===== src/rtl/inst_axi_rd_bridge_pkg.sv =====
// Shared AXI encodings, bus widths and FSM state type for the instruction-side
// AXI read bridge.
package inst_axi_rd_bridge_pkg;

  localparam logic [1:0] AXI_BURST_INCR = 2'b01;
  localparam logic [1:0] AXI_RESP_OKAY  = 2'b00;
  localparam logic [2:0] AXI_SIZE_W     = 3'd2;

  localparam int AXI_ADDR_W = 32;
  localparam int AXI_DATA_W = 32;
  localparam int AXI_ID_W   = 4;

  typedef enum logic {
    AR_IDLE = 1'b0,
    AR_WAIT = 1'b1
  } ar_state_t;

  function automatic logic resp_is_err(input logic [1:0] resp);
    return resp != AXI_RESP_OKAY;
  endfunction

endpackage


===== src/rtl/inst_axi_rd_bridge_chk.sv =====
// Simulation-only protocol checks for the instruction read bridge: no write
// requests from IF, and the outstanding/discard counters stay consistent.
module inst_axi_rd_bridge_chk #(
  parameter int MAX_OUTS = 2,
  parameter int CNT_W    = 2
) (
  input logic             clk,
  input logic             resetn,
  input logic             req,
  input logic             wr,
  input logic [CNT_W-1:0] outs_cnt,
  input logic [CNT_W-1:0] disc_cnt
);

  a_no_write: assert property (@(posedge clk) disable iff (!resetn) !(req && wr))
    else $error("inst_axi_rd_bridge: write request on instruction port");

  a_outs_max: assert property (@(posedge clk) disable iff (!resetn) outs_cnt <= CNT_W'(MAX_OUTS))
    else $error("inst_axi_rd_bridge: outstanding count above limit");

  a_disc_le_outs: assert property (@(posedge clk) disable iff (!resetn) disc_cnt <= outs_cnt)
    else $error("inst_axi_rd_bridge: discard count exceeds outstanding count");

endmodule


===== src/rtl/inst_axi_rd_bridge_rd_outs_tracker.sv =====
// Outstanding-read and discard bookkeeping: counts reads accepted on AR but not
// yet returned on R, and how many of those returns must be swallowed after a flush.
module rd_outs_tracker #(
  parameter int MAX_OUTS = 2,
  parameter int CNT_W    = 2
) (
  input  logic             clk,
  input  logic             resetn,
  input  logic             ar_hs,
  input  logic             ar_pend,
  input  logic             r_hs,
  input  logic             cancel,
  output logic             full,
  output logic             drop_beat,
  output logic [CNT_W-1:0] outs_cnt,
  output logic [CNT_W-1:0] disc_cnt
);

  logic [CNT_W-1:0] outs_next_s;
  logic [CNT_W-1:0] disc_next_s;
  logic             late_cancel_r;
  logic             late_cancel_next_s;

  assign full      = outs_cnt >= CNT_W'(MAX_OUTS);
  assign drop_beat = disc_cnt != {CNT_W{1'b0}};

  // Next counts; an AR stuck in AR_WAIT at flush time owes one discard on its handshake.
  always_comb begin
    outs_next_s        = outs_cnt + CNT_W'(ar_hs) - CNT_W'(r_hs);
    disc_next_s        = disc_cnt;
    late_cancel_next_s = late_cancel_r;
    if (cancel) begin
      disc_next_s        = outs_next_s;
      late_cancel_next_s = ar_pend && !ar_hs;
    end else begin
      if (r_hs && drop_beat) begin
        disc_next_s = disc_cnt - CNT_W'(1);
      end else begin
        disc_next_s = disc_cnt;
      end
      if (ar_hs && late_cancel_r) begin
        disc_next_s        = disc_next_s + CNT_W'(1);
        late_cancel_next_s = 1'b0;
      end else begin
        late_cancel_next_s = late_cancel_r;
      end
    end
  end

  // Counter state registers.
  always_ff @(posedge clk or negedge resetn) begin
    if (!resetn) begin
      outs_cnt      <= {CNT_W{1'b0}};
      disc_cnt      <= {CNT_W{1'b0}};
      late_cancel_r <= 1'b0;
    end else begin
      outs_cnt      <= outs_next_s;
      disc_cnt      <= disc_next_s;
      late_cancel_r <= late_cancel_next_s;
    end
  end

endmodule


===== src/rtl/inst_axi_rd_bridge.sv =====
// Instruction-side bridge: inst_sram-like req/addrok/dataok reads to an AXI4
// read-only master, dropping in-flight data after an exception flush.
module inst_axi_rd_bridge
  import inst_axi_rd_bridge_pkg::*;
#(
  parameter logic [AXI_ID_W-1:0] ARID_VAL = 4'd0,
  parameter int                  MAX_OUTS = 2,
  parameter int                  CNT_W    = 2
) (
  input  logic                  clk,
  input  logic                  resetn,
  input  logic                  inst_sram_req,
  input  logic                  inst_sram_wr,
  input  logic [1:0]            inst_sram_size,
  input  logic [AXI_ADDR_W-1:0] inst_sram_addr,
  input  logic [3:0]            inst_sram_wstrb,
  input  logic [AXI_DATA_W-1:0] inst_sram_wdata,
  output logic                  inst_sram_addrok,
  output logic                  inst_sram_dataok,
  output logic [AXI_DATA_W-1:0] inst_sram_rdata,
  input  logic                  ws_cancel,
  output logic [AXI_ID_W-1:0]   arid,
  output logic [AXI_ADDR_W-1:0] araddr,
  output logic [7:0]            arlen,
  output logic [2:0]            arsize,
  output logic [1:0]            arburst,
  output logic [1:0]            arlock,
  output logic [3:0]            arcache,
  output logic [2:0]            arprot,
  output logic                  arvalid,
  input  logic                  arready,
  input  logic [AXI_ID_W-1:0]   rid,
  input  logic [AXI_DATA_W-1:0] rdata,
  input  logic [1:0]            rresp,
  input  logic                  rlast,
  input  logic                  rvalid,
  output logic                  rready,
  output logic                  inst_bus_err
);

  ar_state_t        state_r;
  logic             accept_s;
  logic             ar_hs_s;
  logic             r_hs_s;
  logic             full_s;
  logic             drop_beat_s;
  logic [CNT_W-1:0] outs_cnt_s;
  logic [CNT_W-1:0] disc_cnt_s;
  logic             unused_s;

  assign arid    = ARID_VAL;
  assign arlen   = 8'd0;
  assign arburst = AXI_BURST_INCR;
  assign arlock  = 2'b00;
  assign arcache = 4'b0000;
  assign arprot  = 3'b000;
  assign rready  = 1'b1;

  // addrok must never look at req: IF builds req from it.
  assign inst_sram_addrok = resetn && (state_r == AR_IDLE) && !full_s && !ws_cancel;
  assign accept_s         = inst_sram_req && inst_sram_addrok && !inst_sram_wr;
  assign ar_hs_s          = arvalid && arready;
  assign r_hs_s           = rvalid && rready;

  assign inst_sram_dataok = rvalid && !drop_beat_s && !ws_cancel;
  assign inst_sram_rdata  = rdata;
  assign inst_bus_err     = inst_sram_dataok && resp_is_err(rresp);

  assign unused_s = ^{inst_sram_wstrb, inst_sram_wdata, rid, rlast};

  // AR channel FSM with registered valid and payload.
  always_ff @(posedge clk or negedge resetn) begin
    if (!resetn) begin
      state_r <= AR_IDLE;
      arvalid <= 1'b0;
      araddr  <= 32'h0000_0000;
      arsize  <= AXI_SIZE_W;
    end else begin
      case (state_r)
        AR_IDLE: begin
          if (accept_s) begin
            state_r <= AR_WAIT;
            arvalid <= 1'b1;
            araddr  <= inst_sram_addr;
            arsize  <= {1'b0, inst_sram_size};
          end else begin
            arvalid <= 1'b0;
          end
        end
        AR_WAIT: begin
          if (arready) begin
            state_r <= AR_IDLE;
            arvalid <= 1'b0;
          end else begin
            arvalid <= 1'b1;
          end
        end
        default: begin
          state_r <= AR_IDLE;
          arvalid <= 1'b0;
        end
      endcase
    end
  end

  rd_outs_tracker #(
    .MAX_OUTS (MAX_OUTS),
    .CNT_W    (CNT_W)
  ) u_trk (
    .clk       (clk),
    .resetn    (resetn),
    .ar_hs     (ar_hs_s),
    .ar_pend   (arvalid),
    .r_hs      (r_hs_s),
    .cancel    (ws_cancel),
    .full      (full_s),
    .drop_beat (drop_beat_s),
    .outs_cnt  (outs_cnt_s),
    .disc_cnt  (disc_cnt_s)
  );

  inst_axi_rd_bridge_chk #(
    .MAX_OUTS (MAX_OUTS),
    .CNT_W    (CNT_W)
  ) u_chk (
    .clk      (clk),
    .resetn   (resetn),
    .req      (inst_sram_req),
    .wr       (inst_sram_wr),
    .outs_cnt (outs_cnt_s),
    .disc_cnt (disc_cnt_s)
  );

endmodule

===== config.mk =====
export PLATFORM = sky130hd
export DESIGN_NAME = inst_axi_rd_bridge
export DESIGN_NICKNAME = d
export VERILOG_FILES = /design/src/rtl/inst_axi_rd_bridge_pkg.sv /design/src/rtl/inst_axi_rd_bridge_chk.sv /design/src/rtl/inst_axi_rd_bridge_rd_outs_tracker.sv /design/src/rtl/inst_axi_rd_bridge.sv
export SDC_FILE = /design/constraint.sdc
export NUM_CORES = 1
export LEC_CHECK = 0
export ABC_AREA = 1
export BUFFER_PORTS_ARGS = -buffer_cell sky130_fd_sc_hd__buf_2
export CAP_MARGIN = 20
export CORE_MARGIN = 5
export CORE_UTILIZATION = 41
export CTS_BUF_LIST = sky130_fd_sc_hd__clkbuf_8
export DETAILED_ROUTE_END_ITERATION = 10
export MAX_ROUTING_LAYER = met4
export PLACE_DENSITY_LB_ADDON = 0.05
export SLEW_MARGIN = 20
export SYNTH_ARGS = -nofsm -noshare
export SYNTH_HDL_FRONTEND = slang
export SYNTH_SLANG_ARGS = --single-unit
export TNS_END_PERCENT = 5

===== constraint.sdc =====
create_clock -name clk -period 3.5 [get_ports clk]
set_input_delay 0.35 -clock clk [delete_from_list [all_inputs] [get_ports clk]]
set_output_delay 0.35 -clock clk [all_outputs]
set_load 0.005 [all_outputs]

==> summary.txt, run 1 <==
Run status
  • Run Error: [ERROR DRT-0255] Maze Route cannot find path of net rdata[9] in worker of routeBox ( 48300 0 ) ( 83410 48300 ).
  • Status: did not finish
  • Last step reached: detailed routing

Placement
  • PortBufs: 80
  • GP Congestion: 0.7263
  • Pre-CTS WS: 1617 ps
  • Inst Count DP: 372
  • Placed wire-length estimate: just over 3000 µm

Global routing
  • Total grt overflow: 0
  • GRT Total Usage: 12.48%
  • Vias in the first global route: about 1500
  • Largest net degree at the start of global routing: 70
  • Initial antenna violation count: 0
  • Global-route wire length before repair: 6969 µm

Clock tree
  • Post-CTS Hold Buffers: 0
  • CTS Buf Count: 5
  • Longest Clk Path Bufs: 2
  • Post-CTS setup repair buffer count: 0
  • Post_cts resized: 0
  • Clk root buf: clkbuf_8
  • Sinks on the clock net: 40
  • H-tree levels: 2

Synthesis
  • Largest cells by area after synthesis: dfrtp_1 44%, buf_4 19%, nand2_1 9.0%
  • Area of the mapped netlist: 2210 µm²
  • Synth area leader: dfrtp_1
  • Unique cell type count in the Yosys netlist: 25
  • Register bit total from synthesis: 40
  • Syn_area_per_cell: 8.434 µm²
  • Synth top area share: 44.17%
  • Register area share after synthesis: 45.36%
  • Synthesized instance count: ~260
  • Synth warn: 0

Floorplan
  • FP Rows: 26
  • DIE HEIGHT: 83.41 µm
  • DIE WIDTH: 83.41 µm
  • Ports: 211
  • Starting Density: 42.72%
-- synth_stat cells --
master    instances
a22oi_1           1
and2_1            1
buf_2             2
buf_4            57
buf_6             2
clkbuf_1          2
clkbuf_2          1
conb_1            2
dfrtp_1          39
dfstp_2           1
ha_1              3
inv_1            45
inv_2             1
nand2_1          53
nand2_2           1
nand3_1           8
nand3b_4          1
nor2_1            4
nor2_4            1
o21a_1            1
o21ai_0          24
o21ai_1           5
o21ai_2           5
or2_2             1
xnor2_1           1
-- stage by stage --
step	hold WS, ps	instance area, µm²
5_1_grt	181.6	2447
4_1_cts	146.7	2447
2_1_floorplan	54.41	2296
3_3_place_gp	461.1	2318
3_5_place_dp	463.8	2318
-- logic make-up after synthesis --
| logic type | count (synthesis) | share of synthesized area, % |
|---|---|---|
| flip-flops | 40 | 45.36 |
| buffers and inverters | 110 | 29.22 |
| XOR/XNOR | 1 | 0.3964 |
| other | 2 | 0.3399 |
| AND/OR/NAND/NOR | 70 | 13.76 |
| AO/OA/AOI/OAI | 36 | 9.230 |
| adder cells (fa/ha/maj) | 3 | 1.699 |
-- per-layer routing --
metal / GRT usage (%)
met5: -
met4: 4.386
met3: 5.644
met1: 14.61
met2: 19.02
==> inputs of run 2 (changes only) <==
CORE_UTILIZATION = 30   (was 41)
CTS_BUF_LIST = not set   (was sky130_fd_sc_hd__clkbuf_8)
MAX_ROUTING_LAYER = not set   (was met4)
PLACE_DENSITY_LB_ADDON = 0.15   (was 0.05)
==> summary.txt, run 2 <==
Detailed routing
  • Vias/cell: about 3.8
  • Detailed-route via count: 1544
  • Post-route ant nets: 0
  • Pre-Repair DR Iteration Count: 4
  • DRC: 0
  • Drt total wl: 4307 µm
  • Routed wire per std cell: 10.53 µm
  • Initial DRC count: 27

Power and ir drop
  • Peak supply drop: around 0.25 mV
  • Leakage dissipation: 1.519 nW
  • Power per cell area: 730.5 nW/µm²

Clock tree
  • CTS tree: yes
  • Clk root buf: clkbuf_8
  • CTS Buf Count: 5
  • Post_cts resized: 0
  • Post-CTS setup repair buffer count: 0
  • Longest Clk Path Bufs: 2
  • Clock Pin Slew Worst Setup and Hold Paths: 80 ps
  • H-tree levels: 2
  • Skew-Pair Late Insertion Delay: 280 ps
  • Sinks on the clock net: 40
  • Post-CTS Hold Buffers: 0

Cells and area
  • Area Overhead vs Synth: 12.29%
  • Final-layout fill cell count: roughly 820
  • Layout cells sized above 1: between 30% and 40%
  • # diodes: 0
  • Fin area: 2481 µm²
  • Commonest non-fill, non-tap cell in the layout: buf_2
  • Largest register FFs: 32
  • Top reg by flops: araddr
  • Most frequent cells in the layout: 80 x buf_2, 53 x nand2_1, 45 x inv_1
  • Nets: around 430

Placement
  • Area post-placement: ~2400 µm²
  • GP Congestion: 0.6690
  • PortBufs: 80
  • Placed wire-length estimate: 3147 µm
  • Pre-CTS WS: 1610 ps

Run status
  • Status: finished, final reports clean

Timing
  • Fin. max-slew vios: 0
  • Crit path time final: 1701 ps
  • Clk_skew: 3.761 ps
  • Worst-Margin Slew: 688.6 ps
  • Post-route clock period utilization: 48.60%
  • RSZ-0062 raised after global routing: no
  • Final Worst Setup Slack: approximately 1800 ps
  • Hold violation count in the final report: 0
  • Setup TNS: 0 ps
  • Maximum clock rate: 587.8 MHz
  • Setup-failing EPs final: 0
  • Slew Limit Headroom: 54.09%

Floorplan
  • Die ar.: 9181 µm²
  • DIE WIDTH: roughly 96 µm
  • Core area: 7214 µm²
  • DIE HEIGHT: 95.82 µm
  • Ports: 211
  • Starting Density: 30.63%
  • FP Rows: 31

Synthesis
  • Count of flip-flops with a built-in enable after synthesis: 0
  • Synth top cells by count: 57 x buf_4, 53 x nand2_1, 45 x inv_1
  • Area of the mapped netlist: about 2200 µm²
  • Synth warn: 0
  • Register area share after synthesis: around 45%
  • Most used DFF post-synth: dfrtp_1
  • Synthesized instance count: 262
  • Unique cell type count in the Yosys netlist: 25
  • Syn_area_per_cell: 8.434 µm²
  • Synth top area share: 44.17%
  • Synth area leader: dfrtp_1
  • Register bit total from synthesis: 40
  • Post-synth ARST share: 100.0%
  • Largest cells by area after synthesis: dfrtp_1 44%, buf_4 19%, nand2_1 9.0%
  • Top-count cell post-synth: buf_4

Critical path
  • Worst setup SP type: register
  • Worst R2R Path Depth: 5
  • Critical Path Start: state_r
  • CP max stage cell: nand3b_4
  • CP Data Arrival Time: 1890 ps
  • Crit Reg-Reg Startpoint: state_r
  • Worst path max stage delay: 510 ps
  • CP Data Required Time: ~3700 ps
  • Crit-path cells: inv_1, nand2_2, nor2_4, nand3b_4, o21ai_0
  • Worst Path Class, Setup: register to register
  • Reg2reg setup slack: 1800 ps
  • Worst Path Buf+Inv: 1
  • Setup crit end kind: register
  • CP delay by family, top: simple AND/OR/NAND/NOR gates
  • Critical R2R Capture: araddr[16]
  • Crit path max fanout: between 60 and 70
  • Levels on crit path: 5

Hold path
  • Min-Delay Path Class: input port to asynchronous set/reset pin

Global routing
  • Initial antenna violation count: 0
  • Total grt overflow: 0
  • Largest net degree at the start of global routing: 70
  • Vias in the first global route: 1472
  • Global-route wire length before repair: between 6000 and 7000 µm
  • GRT Total Usage: about a tenth

Run
  • Maximum Capacitance Violations: 0
[run 2: cell counts after synthesis]
No cell type changed its count.
[run 2: layer usage]
| layer | track usage, % | part of all wire [%] | vias to the layer above |
|---|---|---|---|
| li1 | - | - | 796 |
| met1 | 10.79 | 41 | 680 |
| met2 | 15.92 | 49 | 66 |
| met3 | 3.675 | 9.1 | 2 |
| met4 | 3.436 | 0.44 | 0 |
| met5 | 0 | 0 | - |
[run 2: power by group]
group | switching (mW) | internal [mW]
logic | 0.312 | 0.296
clock network | 0.160 | 0.252
registers | 0.106 | 0.686
total | 0.578 | 1.23
[run 2: area by class of cell]
type                       instances  area (µm²)  area share (%)
sequential                        40        1002           40.39
multi-input combinational        135       648.1           26.12
timing repair buffer              81       407.9           16.44
inverter                          46       172.7           6.959
tap                               99       123.9           4.992
clock buffer                       7       96.34           3.883
clock inverter                     1       30.03           1.210
[run 2: worst max path at each step]
stage,to,slack [ps]
floorplan,u_trk.outs_cnt[1],2170
global placement,araddr[19],1670
detailed placement,arsize[1],1610
CTS,araddr[15],1700
global route,araddr[19],1540
finish,araddr[16],1800
[run 2: kinds of logic after synthesis]
kind of cell	after synthesis	synth area share [%]
buf+inv	110	29.22
fa+ha+maj	3	1.699
other cells	2	0.3399
xor+xnor	1	0.3964
simple gates	70	13.76
flops	40	45.36
compound gates	36	9.230
[run 2: through the flow]
step                util [%]  std cells  power [mW]  hold WS [ps]
floorplan                  -        285       1.176         54.41
global placement       32.64        401       1.417         460.7
detailed placement     32.64        401       1.429         464.5
CTS                    34.39        409       1.857         172.2
global route           34.39        409       2.002         197.2
finish                 34.39        409       1.812         151.3
Note: power is estimated with default switching activity, not from simulation.
